**config.mk**
```make
export PLATFORM = sky130hd
export DESIGN_NAME = nib_pack_flat
export DESIGN_NICKNAME = d
export VERILOG_FILES = /design/src/rtl/nib_pack_pkg.sv /design/src/rtl/nib_pack_if.sv /design/src/rtl/nib_fifo.sv /design/src/rtl/nib_pack.sv /design/src/flat_wrapper.sv
export SDC_FILE = /design/constraint.sdc
export NUM_CORES = 1
export LEC_CHECK = 0
export CAP_MARGIN = 25
export CORE_ASPECT_RATIO = 0.6
export CORE_MARGIN = 8
export CORE_UTILIZATION = 51
export CTS_CLUSTER_DIAMETER = 40
export DETAILED_ROUTE_END_ITERATION = 6
export GPL_TIMING_DRIVEN = 0
export PLACE_DENSITY = 0.76
export SYNTH_ARGS = -nofsm -noshare
export SYNTH_HDL_FRONTEND = slang
export SYNTH_SLANG_ARGS = --single-unit
```
**constraint.sdc**
```tcl
create_clock -name clk -period 2.2 [get_ports clk]
set_clock_uncertainty 0.1 [all_clocks]
set_input_delay 0.44 -clock clk [delete_from_list [all_inputs] [get_ports clk]]
set_output_delay 0.44 -clock clk [all_outputs]
set_load 0.02 [all_outputs]
```
**src/rtl/nib_pack_pkg.sv**
```systemverilog
// nib_pack shared types: id codes, pairing states, packed word layout.
// Imported by the FIFO, the top and the bench.
package nib_pack_pkg;

  localparam int DEPTH_DEF = 4;
  localparam int WORD_W    = 12;

  localparam logic [1:0] ID_A = 2'd0;
  localparam logic [1:0] ID_B = 2'd1;
  localparam logic [1:0] ID_C = 2'd2;
  localparam logic [1:0] ID_D = 2'd3;

  typedef enum logic {
    EMPTY_HALF = 1'b0,
    HAVE_HALF  = 1'b1
  } state_t;

  typedef struct packed {
    logic [3:0] nib_hi;
    logic [3:0] nib_lo;
    logic [1:0] id_hi;
    logic [1:0] id_lo;
  } word_t;

  function automatic word_t pack_word(
    input logic [3:0] nib_hi,
    input logic [3:0] nib_lo,
    input logic [1:0] id_hi,
    input logic [1:0] id_lo
  );
    word_t w;
    w.nib_hi = nib_hi;
    w.nib_lo = nib_lo;
    w.id_hi  = id_hi;
    w.id_lo  = id_lo;
    return w;
  endfunction

endpackage

```
**src/rtl/nib_pack_if.sv**
```systemverilog
// Nibble input and packed-word output handshake bundle.
// slave = nib_pack side, master = producer/consumer side.
interface nib_pack_if;

  logic       in_valid;
  logic [3:0] nibble_mayor;
  logic [1:0] id_mayor;
  logic       flush;
  logic       out_ready;
  logic       out_valid;
  logic [7:0] byte_out;
  logic [3:0] tag_out;

  modport master (
    output in_valid,
    output nibble_mayor,
    output id_mayor,
    output flush,
    output out_ready,
    input  out_valid,
    input  byte_out,
    input  tag_out
  );

  modport slave (
    input  in_valid,
    input  nibble_mayor,
    input  id_mayor,
    input  flush,
    input  out_ready,
    output out_valid,
    output byte_out,
    output tag_out
  );

endinterface

```
**src/rtl/nib_fifo.sv**
```systemverilog
// Fall-through FIFO for packed words; head reads 0 when empty.
// A push into a full FIFO is accepted only alongside a pop.
module nib_fifo #(
  parameter int DEPTH = 4,
  parameter int CW    = $clog2(DEPTH) + 1,
  parameter int W     = 12
) (
  input  logic          clk,
  input  logic          reset_L,
  input  logic          push,
  input  logic          pop,
  input  logic [W-1:0]  wdata,
  output logic [W-1:0]  rdata,
  output logic [CW-1:0] count,
  output logic          full,
  output logic          empty,
  output logic          push_ok
);

  localparam int AW = $clog2(DEPTH);

  logic [W-1:0]  mem [DEPTH];
  logic [AW-1:0] wr_ptr;
  logic [AW-1:0] rd_ptr;
  logic          pop_ok;

  assign empty   = (count == '0);
  assign full    = (count == CW'(DEPTH));
  assign pop_ok  = pop && !empty;
  assign push_ok = push && (!full || pop_ok);
  assign rdata   = empty ? '0 : mem[rd_ptr];

  always_ff @(posedge clk or negedge reset_L) begin
    if (!reset_L) begin
      wr_ptr <= '0;
      rd_ptr <= '0;
      count  <= '0;
      for (int i = 0; i < DEPTH; i++) begin
        mem[i] <= '0;
      end
    end else begin
      if (push_ok) begin
        mem[wr_ptr] <= wdata;
        wr_ptr      <= wr_ptr + 1'b1;
      end
      if (pop_ok) begin
        rd_ptr <= rd_ptr + 1'b1;
      end
      unique case ({push_ok, pop_ok})
        2'b10:   count <= count + 1'b1;
        2'b01:   count <= count - 1'b1;
        default: count <= count;
      endcase
    end
  end

endmodule

```
**src/rtl/nib_pack.sv**
```systemverilog
// Pairs consecutive winning nibbles into byte + id tag words
// and queues them toward the serializer side.
module nib_pack
  import nib_pack_pkg::*;
#(
  parameter int DEPTH = DEPTH_DEF,
  parameter int CW    = $clog2(DEPTH) + 1
) (
  input  logic          clk,
  input  logic          reset_L,
  nib_pack_if.slave     bus,
  output logic          half_pend,
  output logic [CW-1:0] fifo_count,
  output logic          full,
  output logic          overflow
);

  state_t     state;
  state_t     state_nxt;
  logic [3:0] hold_nib;
  logic [1:0] hold_id;
  logic       load;
  logic       clear;
  logic       pair_done;
  logic       push_ok;
  logic       empty;
  word_t      wword;
  word_t      head;

  // Flush beats pair completion; a same-cycle nibble starts a new pair.
  always_comb begin
    state_nxt = state;
    load      = 1'b0;
    clear     = 1'b0;
    pair_done = 1'b0;
    unique case (1'b1)
      bus.flush: begin
        load      = bus.in_valid;
        clear     = !bus.in_valid;
        state_nxt = bus.in_valid ? HAVE_HALF : EMPTY_HALF;
      end
      !bus.flush && bus.in_valid && (state == EMPTY_HALF): begin
        load      = 1'b1;
        state_nxt = HAVE_HALF;
      end
      !bus.flush && bus.in_valid && (state == HAVE_HALF): begin
        pair_done = 1'b1;
        state_nxt = EMPTY_HALF;
      end
      default: ;
    endcase
  end

  always_ff @(posedge clk or negedge reset_L) begin
    if (!reset_L) begin
      state    <= EMPTY_HALF;
      hold_nib <= '0;
      hold_id  <= '0;
      overflow <= 1'b0;
    end else begin
      state <= state_nxt;
      if (load) begin
        hold_nib <= bus.nibble_mayor;
        hold_id  <= bus.id_mayor;
      end else if (clear) begin
        hold_nib <= '0;
        hold_id  <= '0;
      end
      if (pair_done && !push_ok) begin
        overflow <= 1'b1;
      end
    end
  end

  assign wword = pack_word(hold_nib, bus.nibble_mayor,
                           hold_id, bus.id_mayor);

  nib_fifo #(
    .DEPTH (DEPTH),
    .CW    (CW),
    .W     (WORD_W)
  ) u_fifo (
    .clk     (clk),
    .reset_L (reset_L),
    .push    (pair_done),
    .pop     (bus.out_ready),
    .wdata   (wword),
    .rdata   (head),
    .count   (fifo_count),
    .full    (full),
    .empty   (empty),
    .push_ok (push_ok)
  );

  assign half_pend     = (state == HAVE_HALF);
  assign bus.out_valid = !empty;
  assign bus.byte_out  = {head.nib_hi, head.nib_lo};
  assign bus.tag_out   = {head.id_hi, head.id_lo};

endmodule
```
**src/flat_wrapper.sv**
```systemverilog
// flat-port wrapper written by rule: the top's interface ports become plain ports
module nib_pack_flat import nib_pack_pkg::*;
#(
  parameter int DEPTH = DEPTH_DEF,
  parameter int CW    = $clog2(DEPTH) + 1
)
  (clk, reset_L, half_pend, fifo_count, full, overflow, bus_in_valid, bus_nibble_mayor, bus_id_mayor, bus_flush, bus_out_ready, bus_out_valid, bus_byte_out, bus_tag_out);
  nib_pack_if bus_i ();
  input  logic clk;
  input  logic reset_L;
  output logic half_pend;
  output logic [CW-1:0] fifo_count;
  output logic full;
  output logic overflow;
  input wire logic [$bits(bus_i.in_valid)-1:0] bus_in_valid;
  input wire logic [$bits(bus_i.nibble_mayor)-1:0] bus_nibble_mayor;
  input wire logic [$bits(bus_i.id_mayor)-1:0] bus_id_mayor;
  input wire logic [$bits(bus_i.flush)-1:0] bus_flush;
  input wire logic [$bits(bus_i.out_ready)-1:0] bus_out_ready;
  output wire logic [$bits(bus_i.out_valid)-1:0] bus_out_valid;
  output wire logic [$bits(bus_i.byte_out)-1:0] bus_byte_out;
  output wire logic [$bits(bus_i.tag_out)-1:0] bus_tag_out;
  assign bus_i.in_valid = bus_in_valid;
  assign bus_i.nibble_mayor = bus_nibble_mayor;
  assign bus_i.id_mayor = bus_id_mayor;
  assign bus_i.flush = bus_flush;
  assign bus_i.out_ready = bus_out_ready;
  assign bus_out_valid = bus_i.out_valid;
  assign bus_byte_out = bus_i.byte_out;
  assign bus_tag_out = bus_i.tag_out;
  nib_pack #(.DEPTH(DEPTH), .CW(CW)) u_core (.clk(clk), .reset_L(reset_L), .bus(bus_i), .half_pend(half_pend), .fifo_count(fifo_count), .full(full), .overflow(overflow));
endmodule
```
---- Word-level counts from Yosys, hierarchy flattened ----
Index checks and enable logic that the tools add are counted.
word-level totals
  word-level logic and storage cells ...... 58
  RAM bits ................................ 0
  memories ................................ 0
  register bits ........................... 63
  bits in read-only memories .............. 0
  bits of input ports ..................... 11
  latch bits .............................. 0
cells by class
  order comparisons ....................... 3
  bitwise operators ....................... 3
  mux-type cells .......................... 17
  divide/modulo/power cells ............... 0
  reductions and logical operators ........ 17
  multiply operators ...................... 0
  $add $sub $neg .......................... 4
  shift-type cells ........................ 0
  eq/ne operators ......................... 3
operators by type and width
  cell                                                                  number
  48-bit bitwise mux                                                    1
  12-bit 2-to-1 mux                                                     4
  12-bit binary-select mux with 2-bit select                            1
  12-bit demux with 2-bit select                                        1
  4-bit 2-to-1 mux                                                      2
  1-bit logical AND                                                     7
  3-bit greater-or-equal comparator, second input constant              2
  2-bit inverter with 3-bit output                                      2
  3-bit case mux with 2 select lines                                    1
  1-bit zero test                                                       5
  2-bit by 1-bit adder with 2-bit output, second input constant         2
  2-bit 2-to-1 mux                                                      2
  2-bit nonzero test                                                    2
  3-bit by 1-bit adder with 3-bit output, second input constant         1
  3-bit == test, second input constant                                  1
  3-bit zero test                                                       1
  3-bit by 1-bit < comparator with 1-bit output, second input constant  1
  1-bit 2-to-1 mux                                                      3
  1-bit case mux with 3 select lines                                    1
  3-bit nonzero test                                                    1
  3-bit by 1-bit subtractor with 3-bit output, second input constant    1
  2-bit by 1-bit == test with 1-bit output, second input constant       1
  2-bit == test, second input constant                                  1
  1-bit case mux with 2 select lines                                    1
  2 further kinds                                                       2

---- Logic depth before layout (Yosys ltp) ----
Gate-level depths: netlist of run 1.
  depth in word-level cells ............... 7
  gate-level depth with buffers ........... 8
  depth with buffers taken out ............ 6

---- Modules after synthesis ----
A second synthesis of run 1 with hierarchy kept.
unflattened totals
  cell total of the unflattened synthesis .. 206
  area total of the unflattened synthesis .. 2974.1 um2
by module, submodules not included
  module    cells each  area an instance (um2)  seq. area each (um2)  instances
  nib_fifo  171         2598.7                  1376.3                1
  nib_pack  35          375.4                   200.2                 1

---- Least setup slack after synthesis of run 1 ----
OpenSTA, ideal clock, no wires.
  kind .................................... reg2reg
  start point ............................. register u_core.u_fifo.count[1]
  end point ............................... register u_core.u_fifo.count[2]
  required time ........................... 1.979 ns
  period minus slack after synthesis ...... 2.631 ns
  path buffers ............................ 2
  slack ................................... -0.431 ns
  data arrival time ....................... 2.410 ns
  cell stages (with the launch flop) ...... 9
  cells stage by stage .................... dfrtp_1 or3_1 clkbuf_1 clkbuf_1 nand3_1 fa_1 or3_1 a31oi_1 nand2b_1
on the way
  word-level cells in the longest chain between the ends .. 7
  elaborated cells on any way between the ends .. 13
  those cells by class .................... 2 x add/sub; 3 x eq/ne; 1 x mux; 7 x reduce/logical
ends and longest elaborated chain
  element                                                                    RTL line            RTL
  from (decl)                                                                nib_fifo.sv:14      output logic [CW-1:0] count,
  from (signal assigned)                                                     nib_fifo.sv:50      2'b10: count <= count + 1'b1;
  from (signal assigned)                                                     nib_fifo.sv:51      2'b01: count <= count - 1'b1;
  from (signal assigned)                                                     nib_fifo.sv:52      default: count <= count;
  3-bit zero test (*)                                                        nib_fifo.sv:27      assign empty = (count == '0);
  1-bit zero test (*)                                                        --
  named net bus_out_valid                                                    flat_wrapper.sv:20  output wire logic [$bits(bus_i.out_valid)-1:0] bus_out_valid;
  1-bit logical AND (*)                                                      nib_fifo.sv:29      assign pop_ok = pop && !empty;
  1-bit logical OR                                                           nib_fifo.sv:30      assign push_ok = push && (!full || pop_ok);
  1-bit logical AND                                                          nib_fifo.sv:30
  2-bit by 1-bit == test with 1-bit output or 2-bit == test (tied branches)  nib_fifo.sv:49      unique case ({push_ok, pop_ok})
  3-bit case mux with 2 select lines or 2-bit nonzero test (tied branches)   --
The timed path passes the listed nets; every way through them passes the cells marked *.
A chain may end at the register's enable or synchronous reset.

---- Worst setup path in the final report of run 1 ----
  start point ............................. register u_core.u_fifo.rd_ptr[0]
  end point ............................... output bus_byte_out[3]
on the way
  word-level cells in the longest chain between the ends .. 5
ends and longest elaborated chain
  element                                                 RTL line            RTL
  from (decl)                                             nib_fifo.sv:24      logic [AW-1:0] rd_ptr;
  from (signal assigned)                                  nib_fifo.sv:47      rd_ptr <= rd_ptr + 1'b1;
  2-bit inverter with 3-bit output (implied by the code)  nib_fifo.sv:31      assign rdata = empty ? '0 : mem[rd_ptr];
  12-bit binary-select mux with 2-bit select              nib_fifo.sv:31
  12-bit 2-to-1 mux (implied by the code) (2 in a row)    nib_fifo.sv:31
  12-bit 2-to-1 mux                                       nib_fifo.sv:31
  to (decl)                                               flat_wrapper.sv:21  output wire logic [$bits(bus_i.byte_out)-1:0] bus_byte_out;
Every way passes these cells. The select of a mux whose other input is x is not followed.

==> results.json, run 1 <==
{
  "status": "complete, but fails checks",
  "violations": "setup timing",
  "critPathKind": "reg -> out",
  "drt-initial-drc-count": 82,
  "pwr-share-clk_pct": 14.4,
  "cts.path.max_buffers": 2,
  "vias": 1832,
  "power_density_nw_per_um2": 1540,
  "synth-edff-count": 0,
  "swShare_pct": 32.3,
  "ys.flop_type": "dfrtp_1",
  "ys_warn_count": 0,
  "cts_inserted_buffers": 9,
  "synthTopCellsByArea": "dfrtp_1 50%, mux2_4 19%, mux4_2 8.6%",
  "worst_slack_ps": -86.4,
  "worst-path-buf-inv": 3,
  "synth.most_common_cell": "dfrtp_1",
  "final_cells": 346,
  "placed_cell_area_sq_um": 3570,
  "drc": 0,
  "relSlewSlack_pct": 55.5,
  "setup_viol_count_final": 12,
  "cap_viol_max_count": 0,
  "crit_family": "multiplexers",
  "crit_chain": "buf_6 > buf_8 > mux4_2 > and2_4 > buf_6",
  "hold_path_class": "in -> async",
  "grt_max_degree": 38,
  "grt_pass1_wl_um": 11200,
  "final_util_pct": 66.1,
  "gp_congestion": 0.744,
  "crit_fanout": 5,
  "initial_utilization_pct": 52.1,
  "die_area_sq_um": 9040,
  "antenna_found_initial": 0,
  "critPathCaptureType": "output pin",
  "die_y_um": 76.9,
  "wl_per_cell_um": 19.3,
  "seqPwrFrac_pct": 32.1,
  "diodes": 0,
  "fp.dieW_um": 118,
  "portBuffers": 28,
  "std_cell_rows": 22,
  "worstPathArrival_ps": 1750,
  "regToRegSetupSlack_ps": 70,
  "clockRootBuffer": "clkbuf_8",
  "ctsHoldBuffers": 0,
  "syn_inst": 204,
  "timing.final.crit_period_ps": 2290,
  "worst_skew_pair.late_latency_ps": 350,
  "netlist.area_leader.share_pct": 50.0,
  "h-tree-depth": 3,
  "setup.worst_path.start_class": "register",
  "min_period_over_period_pct": 104,
  "worst_pin_slew_ps": 667,
  "crit_required_ps": 1660,
  "track_usage_pct": 16.0,
  "rsz0062_at_grt": "yes",
  "syn_nets": 220,
  "r2r.worst_path.cells": 8,
  "ys_ff_latch": 63,
  "synth.avg_cell_area_sq_um": 15.5,
  "fmax_mhz": 437,
  "slowest_delay_ps": 510,
  "area_growth_pct": 26.9,
  "clk_pin_slew_worst_paths_ps": 70,
  "vias_per_cell": 5.29,
  "intPower_mw": 4.17,
  "core-area_sq_um": 6060,
  "cp_common_cell": "buf_6",
  "cts_tree": "yes",
  "syn_area_sq_um": 3160,
  "p_comb_share_pct": 53.4,
  "drive_gt1_share_pct": 53.8,
  "boundaryPins": 30,
  "ys_seq_area_share_pct": 50.0,
  "clkSinkCount": 63,
  "yosysUniqueCellTypes": 32,
  "rr_endpoint": "u_core.u_fifo.count[1]",
  "final_area_sq_um": 4000,
  "grt_pass1_vias": 2107,
  "first_pass_iters": 4,
  "grt_overflow_total": 0,
  "maxSlewViolCount": 0,
  "r2r-start": "u_core.u_fifo.count[2]",
  "placed_cells": 317,
  "p_leak_nw": 1.82,
  "drt_wl_total_um": 6670,
  "ir_worst_vdd_mv": 0.888,
  "synth_top_area_cell": "dfrtp_1",
  "final-hold-violation-count": 0,
  "antenna_left": 0,
  "hpwlAfterDp_um": 4160,
  "final_nets": 274,
  "synth_common_cells": "63 x dfrtp_1, 40 x mux2_4, 12 x and2_1, 12 x mux4_2, 8 x mux2_2",
  "p_switching_mw": 1.99,
  "synthArstFlopShare_pct": 100,
  "critPathSlowestCell": "mux4_2"
}
==> through the flow <==
| step | power (mW) | hold WS (ps) | setup slack, ps | setup TNS (ps) |
|---|---|---|---|---|
| floorplan | 3.78 | 44.4 | 23.9 | 0 |
| global placement | 4.57 | 364 | -1640 | -99690 |
| detailed placement | 4.64 | 357 | -504 | -10620 |
| CTS | 5.98 | 8.24 | -177 | -1420 |
| global route | 6.53 | 46.1 | -162 | -1510 |
| finish | 6.16 | 4.41 | -86.4 | -701 |
==> worst register-to-register path, cell delays in order, from the launching register on <==
cell and delay (ps):
dfrtp_2 400, or3_4 390, buf_8 150, buf_8 130
buf_4 140, nand3_4 70, fa_2 420, a21boi_2 160
a21oi_2 90
==> sequential cells by signal, summed over array words and instances, names as in the netlist <==
name                  flops
u_core.u_fifo.rd_ptr      2
u_core.hold_id            2
u_core.half_pend          1
u_core.u_fifo.mem        48
u_core.u_fifo.count       3
u_core.overflow           1
u_core.u_fifo.wr_ptr      2
u_core.hold_nib           4
==> cell families after synthesis <==
| logic type | synth area share [%] |
|---|---|
| XOR/XNOR | 1.67 |
| AND/OR/NAND/NOR | 6.82 |
| buffers and inverters | 4.36 |
| adder cells (fa/ha/maj) | 2.22 |
| AO/OA/AOI/OAI | 4.52 |
| multiplexers | 30.5 |
| flip-flops | 50.0 |
==> worst max path at each step <==
stage | cells past startpoint | slack, ps | startpoint | to
after floorplan | 8 | 20 | u_core.u_fifo.count[1] | u_core.u_fifo.count[2]
after global placement | 1 | -1640 | reset_L | u_core.u_fifo.count[2]
after detailed placement | 8 | -500 | bus_flush | u_core.u_fifo.count[2]
after CTS | 6 | -180 | u_core.u_fifo.rd_ptr[0] | bus_tag_out[3]
after global routing | 5 | -160 | u_core.u_fifo.rd_ptr[0] | bus_byte_out[3]
final | 5 | -90 | u_core.u_fifo.rd_ptr[0] | bus_byte_out[3]
==> routing by layer <==
layer / part of all wire [%] / GRT usage (%)
met5: 0 / 0
met4: 1.5 / 5.46
met3: 5.8 / 7.38
met2: 44 / 22.7
met1: 49 / 20.9
==> power groups by stage <==
stage               clock [mW]  combinational [mW]  sequential [mW]
finish                   0.888                3.29             1.98
global route             0.964                3.53             2.04
CTS                      0.906                3.10             1.97
detailed placement           0                2.62             2.02
global placement             0                2.56             2.01
floorplan                    0                1.81             1.96
==> area by class of cell <==
class	count	area, sq um
fillers	440	2050
flip-flops and latches	63	1580
multi-input cells	123	1510
repair buffers	44	462
clock buffers	14	163
plain buffers	11	159
well taps	84	105
inverters	6	22.5
clock inverters	1	5.00
==> cell usage in the layout, fill, tap and decap left out, types with 2 or more instances in the layout <==
cell / n
dfrtp_1: 60
mux2_4: 40
buf_6: 16
and2_4: 16
mux4_2: 12
clkdlybuf4s50_1: 12
buf_4: 11
clkbuf_8: 11
mux2_2: 8
inv_1: 6
xnor2_1: 6
a22o_1: 6
buf_12: 5
nand2_1: 5
clkbuf_1: 4
ha_1: 4
buf_8: 3
buf_2: 3
dfrtp_2: 3
or3_4: 2
nand3_1: 2
nand2b_1: 2
a21oi_1: 2
nor2_1: 2
a21oi_2: 2
o221ai_1: 2
==> what timing repair did <==
item                       CTS  global route
pin swaps                    7            11
resized for setup           93            25
setup endpoints to repair   15            15
buffers inserted            10             3
gates cloned                 2             0
No activity file was read; power rests on OpenSTA's default activity.
==> inputs of run 2 (changes only) <==
Settings changed: ABC_CLOCK_PERIOD_IN_PS set to 2200, CORE_UTILIZATION 51 to 31, PLACE_DENSITY 0.76 to 0.51.
==> run 2 against run 1 <==
Compared with the run above:
- the run still ends with setup timing left
- sequential power barely moved
- final area rose by 3.7%
- sequential share of layout area fell by 1.4 points
- first-iteration DRC count fell by 24%
- largest power group unchanged
==> results.json, run 2 (synthesized netlist as in run 1, its figures left out) <==
{
  "status": "complete, but fails checks",
  "violations": "setup timing",
  "maxSlewViolCount": 0,
  "final_nets": 274,
  "fp.dieW_um": 146,
  "die_area_sq_um": 13800,
  "placed_cell_area_sq_um": 3620,
  "worst_pin_slew_ps": 817,
  "rsz0062_at_grt": "yes",
  "cap_viol_max_count": 0,
  "relSlewSlack_pct": 45.5,
  "vias": 1830,
  "crit_fanout": 5,
  "layout_common_cells": "60 x dfrtp_1, 40 x mux2_4, 22 x buf_6",
  "largest_reg_flops": 48,
  "timing.final.crit_period_ps": 2320,
  "drive_gt1_share_pct": 53.2,
  "initial_utilization_pct": 31.9,
  "boundaryPins": 30,
  "grt_max_degree": 64,
  "regMostFlops": "u_core.u_fifo.mem",
  "final_area_sq_um": 4150,
  "gp_congestion": 0.738,
  "vias_per_cell": 4.60,
  "seq_area_sq_um": 1580,
  "grt_pass1_vias": 2085,
  "critPathCaptureType": "output pin",
  "antenna_left": 0,
  "clockRootBuffer": "clkbuf_16",
  "p_leak_nw": 1.86,
  "reg.largest.list": "u_core.u_fifo.mem: 48 flops, u_core.hold_nib: 4 flops, u_core.u_fifo.count: 3 flops",
  "final-hold-violation-count": 0,
  "hold_path_class": "in -> async",
  "setup_viol_count_final": 11,
  "die_y_um": 94.2,
  "hold_ws_ps": 98.9,
  "worstPathArrival_ps": 1780,
  "grt_pass1_wl_um": 11800,
  "ctsHoldBuffers": 0,
  "critPathKind": "reg -> out",
  "cts_tree": "yes",
  "track_usage_pct": 11.2,
  "min_period_over_period_pct": 105,
  "diodes": 0,
  "pre_cts_ws_ps": -530,
  "placed_cells": 367,
  "grt_overflow_total": 0,
  "h-tree-depth": 3,
  "fillers": 899,
  "area_growth_pct": 31.6,
  "wl_per_cell_um": 17.4,
  "multiInputGateArea_sq_um": 1480,
  "ir_worst_vdd_mv": 0.640,
  "first_pass_iters": 4,
  "setup.worst_path.start_class": "register",
  "core-area_sq_um": 9880,
  "cts_inserted_buffers": 9,
  "power_density_nw_per_um2": 1610,
  "final_common_cell": "dfrtp_1",
  "fin_tns_setup_ps": -718,
  "clk_pin_slew_worst_paths_ps": 50,
  "portBuffers": 28,
  "final_cells": 398,
  "hpwlAfterDp_um": 4440,
  "worst_slack_ps": -121,
  "antenna_found_initial": 0,
  "drt_wl_total_um": 6920,
  "drc": 0,
  "crit_required_ps": 1660,
  "drt-initial-drc-count": 62,
  "clkSinkCount": 63,
  "fmax_mhz": 431,
  "std_cell_rows": 28,
  "worst_skew_pair.late_latency_ps": 330,
  "cts.path.max_buffers": 2
}
[run 2: cell types whose count changed in the layout (fill, tap and decap cells not counted), moves of 2 or more]
cell and delta:
bufinv_16 +2, clkbuf_16 +8, clkbuf_8 -10, a21oi_1 +2, a21oi_2 -2, clkinv_2 +3
clkbuf_1 -3, buf_8 -3, buf_6 +6
[run 2: repair_timing]
action / in CTS / in global routing
pin swaps: 11 / 4
gates resized for setup: 106 / 3
setup endpoints to repair: 16 / 14
cloned: 1 / 0
buffers inserted: 14 / 2
[run 2: final cells by class]
class | instances | share of cell area (%)
Sequential cell | 63 | 38.1
Multi-Input combinational cell | 123 | 35.6
Timing Repair Buffer | 44 | 10.4
Clock buffer | 9 | 5.42
Tap cell | 135 | 4.07
Buffer | 11 | 3.77
Clock inverter | 7 | 2.11
Inverter | 6 | 0.542
[run 2: report_power, final]
part           switching (mW)  internal (mW)
Sequential              0.313           1.67
Clock                   0.517          0.982
Combinational            1.22           1.98
[run 2: metal layers]
layer / global-route usage (%) / up-vias / share of wire, %
li1: - / 838 / -
met1: 15.7 / 945 / 53
met4: 3.32 / 0 / 1.1
met5: 0 / - / 0
met2: 15.3 / 38 / 41
met3: 4.71 / 9 / 5.2
[run 2: stage by stage]
step                total power, mW  util (%)
global route                   7.10      42.0
finish                         6.68      42.0
global placement               4.64      36.7
detailed placement             4.67      36.6
CTS                            6.75      42.1
floorplan                      3.78         -
[run 2: final timing paths]
path / slack [ps] / end / from / depth (start not counted)
hold / removal: 100 / u_core.u_fifo.mem[44] / reset_L / 1
setup / recovery: -120 / bus_byte_out[1] / u_core.u_fifo.rd_ptr[0] / 6
min in group clk: 360 / u_core.u_fifo.rd_ptr[0] / bus_out_ready / 3
setup reg to reg: 110 / u_core.u_fifo.count[1] / u_core.u_fifo.count[1] / 6
max in group asynchronous: 1330 / u_core.u_fifo.count[1] / reset_L / 1
hold reg to reg: 380 / u_core.overflow / u_core.overflow / 1
[run 2: worst max-delay path: stages (launching register included)]
cell,delay [ps]
dfrtp_1,330
buf_6,120
buf_12,120
buf_6,90
mux4_2,500
and2_4,160
buf_6,120
